==> config.mk <==
export PLATFORM = sky130hd
export DESIGN_NAME = sevenseg4_scan
export DESIGN_NICKNAME = d
export VERILOG_FILES = /design/src/rtl/sevenseg_pkg.sv /design/src/rtl/sevenseg_decode.sv /design/src/rtl/sevenseg4_scan.sv
export SDC_FILE = /design/constraint.sdc
export NUM_CORES = 1
export LEC_CHECK = 0
export ABC_AREA = 1
export CAP_MARGIN = 10
export CORE_MARGIN = 3
export CORE_UTILIZATION = 55
export CTS_CLUSTER_DIAMETER = 200
export DETAILED_ROUTE_END_ITERATION = 8
export PLACE_DENSITY = 0.79
export SLEW_MARGIN = 15
export SYNTH_ARGS = -nofsm -noshare
export SYNTH_HDL_FRONTEND = slang
export SYNTH_SLANG_ARGS = --single-unit
==> constraint.sdc <==
create_clock -name clk -period 3.46 [get_ports clk]
set_input_delay 0.346 -clock clk [delete_from_list [all_inputs] [get_ports clk]]
set_output_delay 0.346 -clock clk [all_outputs]
set_load 0.01 [all_outputs]
==> src/rtl/sevenseg_pkg.sv <==
// rtl/sevenseg_pkg.sv - seven-segment glyph and code constants
package sevenseg_pkg;

    // Segment order {g,f,e,d,c,b,a}, active-low.
    localparam logic [6:0] SEG_BLANK  = 7'h7F;
    localparam logic [6:0] SEG_DASH   = 7'h3F;
    localparam logic [3:0] CODE_BLANK = 4'hF;

    localparam logic [6:0] SEG_0 = 7'h40;
    localparam logic [6:0] SEG_1 = 7'h79;
    localparam logic [6:0] SEG_2 = 7'h24;
    localparam logic [6:0] SEG_3 = 7'h30;
    localparam logic [6:0] SEG_4 = 7'h19;
    localparam logic [6:0] SEG_5 = 7'h12;
    localparam logic [6:0] SEG_6 = 7'h02;
    localparam logic [6:0] SEG_7 = 7'h78;
    localparam logic [6:0] SEG_8 = 7'h00;
    localparam logic [6:0] SEG_9 = 7'h10;

endpackage

==> src/rtl/sevenseg_decode.sv <==
// rtl/sevenseg_decode.sv - 4-bit digit code to active-low seven-segment pattern
module sevenseg_decode
    import sevenseg_pkg::*;
(
    input  logic [3:0] code,
    output logic [6:0] seg
);

    always_comb begin
        seg = SEG_DASH;
        case (code)
            4'd0:       seg = SEG_0;
            4'd1:       seg = SEG_1;
            4'd2:       seg = SEG_2;
            4'd3:       seg = SEG_3;
            4'd4:       seg = SEG_4;
            4'd5:       seg = SEG_5;
            4'd6:       seg = SEG_6;
            4'd7:       seg = SEG_7;
            4'd8:       seg = SEG_8;
            4'd9:       seg = SEG_9;
            CODE_BLANK: seg = SEG_BLANK;
            default:    seg = SEG_DASH;
        endcase
    end

endmodule

==> src/rtl/sevenseg4_scan.sv <==
// rtl/sevenseg4_scan.sv - 4-digit multiplexed display scanner with frame-aligned updates
module sevenseg4_scan
    import sevenseg_pkg::*;
#(
    parameter int DIV   = 1000,
    parameter int BLANK = 8
) (
    input  logic       clk,
    input  logic       rst,
    input  logic [3:0] A,
    input  logic [3:0] B,
    input  logic [3:0] C,
    input  logic [3:0] D,
    input  logic       update,
    input  logic       lzb_en,
    input  logic [3:0] dp,
    output logic [6:0] seg,
    output logic       dp_n,
    output logic [3:0] an,
    output logic       frame
);

    localparam logic [15:0] PC_LAST  = 16'(DIV - 1);
    localparam logic [15:0] PC_BLANK = 16'(BLANK);

    logic [15:0] pc;
    logic [1:0]  idx;
    logic [15:0] stage;
    logic [15:0] shadow;
    logic        pend;
    logic        frame_d;

    logic        tick;
    logic        boundary;
    logic        dead;
    logic [3:0]  cur_code;
    logic [6:0]  cur_seg;
    logic [3:0]  lz_blank;

    assign tick     = (pc == PC_LAST);
    assign boundary = tick && (idx == 2'd3);
    assign dead     = (pc < PC_BLANK);
    assign cur_code = shadow[{idx, 2'b00} +: 4];

    // A zero digit is blanked only while everything to its left is zero or already blank.
    function automatic logic zero_or_blank(input logic [3:0] code);
        return (code == 4'd0) || (code == CODE_BLANK);
    endfunction

    always_comb begin
        lz_blank    = 4'b0000;
        lz_blank[3] = (shadow[15:12] == 4'd0);
        lz_blank[2] = (shadow[11:8] == 4'd0) && zero_or_blank(shadow[15:12]);
        lz_blank[1] = (shadow[7:4] == 4'd0) && zero_or_blank(shadow[11:8])
                      && zero_or_blank(shadow[15:12]);
    end

    sevenseg_decode u_decode (
        .code (cur_code),
        .seg  (cur_seg)
    );

    always_ff @(posedge clk) begin
        if (rst) begin
            pc      <= '0;
            idx     <= '0;
            stage   <= {4{CODE_BLANK}};
            shadow  <= {4{CODE_BLANK}};
            pend    <= 1'b0;
            frame_d <= 1'b0;
            frame   <= 1'b0;
            an      <= 4'hF;
            seg     <= SEG_BLANK;
            dp_n    <= 1'b1;
        end else begin
            pc <= tick ? '0 : pc + 16'd1;
            if (tick) begin
                idx <= idx + 2'd1;
            end

            if (update) begin
                stage <= {D, C, B, A};
                pend  <= 1'b1;
            end
            if (boundary) begin
                if (update) begin
                    shadow <= {D, C, B, A};
                    pend   <= 1'b0;
                end else if (pend) begin
                    shadow <= stage;
                    pend   <= 1'b0;
                end
            end

            // Two-stage so the pulse lands on the first slot-0 dead-time output cycle.
            frame_d <= boundary;
            frame   <= frame_d;

            an   <= dead ? 4'hF : ~(4'b0001 << idx);
            seg  <= (lzb_en && lz_blank[idx]) ? SEG_BLANK : cur_seg;
            dp_n <= dead ? 1'b1 : ~dp[idx];
        end
    end

endmodule

==> key figures <==
Outcome
  • Status: complete, no violations

Timing
  • Rel. slew slack: about three fifths
  • RSZ-0062 raised after global routing: false
  • Final Critical Period: between 2000 and 2500 ps
  • Final setup vio count: 0
  • Crit share post-route: roughly three fifths
  • Max-slew violations: 0
  • Setup TNS: 0 ps
  • Tightest Pin Transition: approximately 570 ps
  • Clk_skew: 11.9 ps
  • Fmax: 478 MHz
  • Final Hold Violating Endpoints: 0

Synthesis
  • Synth Instances: between 400 and 500
  • Ys Warns: 0
  • FF+latch count, synth: between 60 and 70
  • Ys async rst share: 0%
  • Yosys top cell by area: dfxtp_1
  • Synth top area share: 42.8%
  • Synth Net Count: ~460
  • Seq/Total Area, Yosys: around 43%
  • Synth cell types: 29
  • Top FF cell, synth: dfxtp_1
  • Mapped Area: around 0.003 mm²
  • Cell with the most instances after synthesis: nand2_1
  • EDFF count, synth: 0
  • Commonest cells in the netlist: 140 x nand2_1, 73 x nand3_1, 65 x dfxtp_1
  • Top post-synthesis cells by area: dfxtp_1 43%, nand2_1 17%, nand3_1 12%
  • Avg Inst Size Synth: about 7.1 µm²

Placed design
  • DP Wirelength: 4240 µm
  • Dpl cells: 520
  • Buffers on Ports: 36
  • GP Congestion: just over 0.9

Critical path
  • CP peak stage delay: 580 ps
  • Arr. time, crit path: ~2300 ps
  • Crit Path Category: reg2reg
  • CP Max Fanout: 15
  • CP most frequent cell: nand2_1
  • CP Data Required Time: approximately 3700 ps
  • Critical Path Sink Type: flop
  • Critical path startpoint category: flop
  • Slowest stage cell on the critical path: dfxtp_1
  • Cell Chain, Critical Path: inv_1 -> nand2_1 -> nand3_1 -> nand2_1 -> inv_1 -> ha_1 -> nand3_1 -> nand3_1 -> nand2_1 -> inv_1 -> nand2_1

Floorplan
  • Chip Width: 80.3 µm
  • Starting Density: ~58%
  • Die height: 80.3 µm
  • IO Count: 37
  • Die ar.: 0.00645 mm²
  • Core area: ~0.0052 mm²
  • Num rows: 26

Run
  • Max Cap Viol: 0

Routing
  • Vias: roughly 2700
  • Antenna-violating nets left: 0
  • Initial DRC count: 139
  • DRC errors left: 0
  • Total Wirelength: 5930 µm
  • DR pass1 iterations: 4
  • Via density: around 5
  • Wirelength per Cell: about 11 µm

GRT
  • Global-route wire length before repair: between 10000 and 15000 µm
  • Vias in the first global route: ~2400
  • Global route overflow: 0
  • Largest net degree at the start of global routing: 32
  • Total GRT Usage: 21.0%
  • Initial antenna violation count: 0

Final layout
  • Area Growth Syn to Fin: 18.9%
  • Share of cells above drive strength 1: under 10%
  • Final #Nets: slightly below 500
  • Finished Layout Cells: approximately 540
  • N_diodes: 0
  • Fill count: between 400 and 500

Clocking
  • Clk sinks: 65
  • Clk Latency, worst-skew pair: 340 ps
  • Cts bufs inserted: 9
  • CTS tree: done
  • Bufs on Longest Clock Path: 2
  • H-tree lvl count: 3
  • CTS clk-pin slew, worst paths: roughly 70 ps
  • CTS resizes: 0
  • Cts hold-fix bufs: 0
  • Post-CTS Setup Repair Bufs: 0
  • Root buffer cell: clkbuf_8

Power and ir drop
  • Worst VDD drop: about 0.00033 V
  • Pleak: 1.74 nW
  • Pwr/cell area: a little over 400 mW/mm²

Hold path
  • Hold WC Path Type: reg2reg
[through the flow]
step	utilization [%]	power, W	hold WS (ps)	setup WS (ps)	instance area, µm²
after CTS	69.0	0.00151	408	1360	3610
after global routing	69.0	0.00155	437	1110	3610
after detailed placement	65.3	0.000874	397	1340	3420
final	69.0	0.00149	404	1370	3610
after global placement	65.3	0.000872	398	1380	3420
after floorplan	-	0.000836	388	1840	3040
[sequential cells by signal, summed over array words and instances (netlist names)]
register  cells
stage        16
shadow       16
pc           16
dp_n          1
an            4
idx           2
pend          1
frame         1
seg           7
frame_d       1
[critical path, delay by kind of cell (launching register included)]
| family | cells | cell delay, ps |
|---|---|---|
| buf+inv | 3 | 460 |
| simple gates | 7 | 650 |
| flops | 1 | 580 |
| fa+ha+maj | 1 | 280 |
[where the power goes]
group	internal [W]	total, W	switching (W)	leakage, nW
Sequential	0.000765	0.000771	0.00000638	0.530
Combinational	0.0000395	0.0000866	0.0000471	1.11
Clock	0.000332	0.000632	0.000300	0.0957
[placed cells by master (no fill, tap or decap), drive strengths merged, types with 2 or more instances in the layout]
cell and n:
clkinv 5, inv 32, nand3b 2, ha 10, nor3 7, dfxtp 65
or2 3, clkdlybuf4s50 36, o21ai 5, nand4 7, nand2 146, nand3 73
buf 2, nor2 45, xor2 3, a21oi 10, clkbuf 9
[layout make-up]
| class | count | area (µm²) | area share [%] |
|---|---|---|---|
| clock inverter | 6 | 68.8 | 1.91 |
| timing repair buffer | 38 | 375 | 10.4 |
| sequential | 65 | 1300 | 36.0 |
| inverter | 33 | 126 | 3.50 |
| multi-input combinational | 314 | 1530 | 42.3 |
| clock buffer | 9 | 124 | 3.43 |
| tap | 70 | 87.6 | 2.42 |
[kinds of logic after synthesis]
family                   Yosys count  share of synthesized area (%)
AO/OA/AOI/OAI                     16                           2.68
XOR/XNOR                           4                           1.15
adder cells (fa/ha/maj)           10                           4.12
buffers and inverters             48                           6.88
flip-flops                        65                           42.8
AND/OR/NAND/NOR                  284                           42.4
[final timing paths]
check             cells past startpoint                 from  slack [ps]           endpoint
hold reg to reg                       2   frame_d$_SDFF_PP0_         400   frame$_SDFF_PP0_
setup reg to reg                     11  idx[0]$_SDFFE_PP0P_        1370  seg[3]$_SDFF_PP1_
setup / recovery                     11  idx[0]$_SDFFE_PP0P_        1370  seg[3]$_SDFF_PP1_
hold / removal                        2   frame_d$_SDFF_PP0_         400   frame$_SDFF_PP0_
[metal layers]
metal  GRT usage (%)  up-vias  part of all wire, %
li1                -     1436                    -
met1            27.0     1177                   50
met2            32.1       67                   44
met3            6.95        4                  5.9
met4            8.95        0                 0.74
met5               0        -                    0
(Power assumes the default switching activity.)
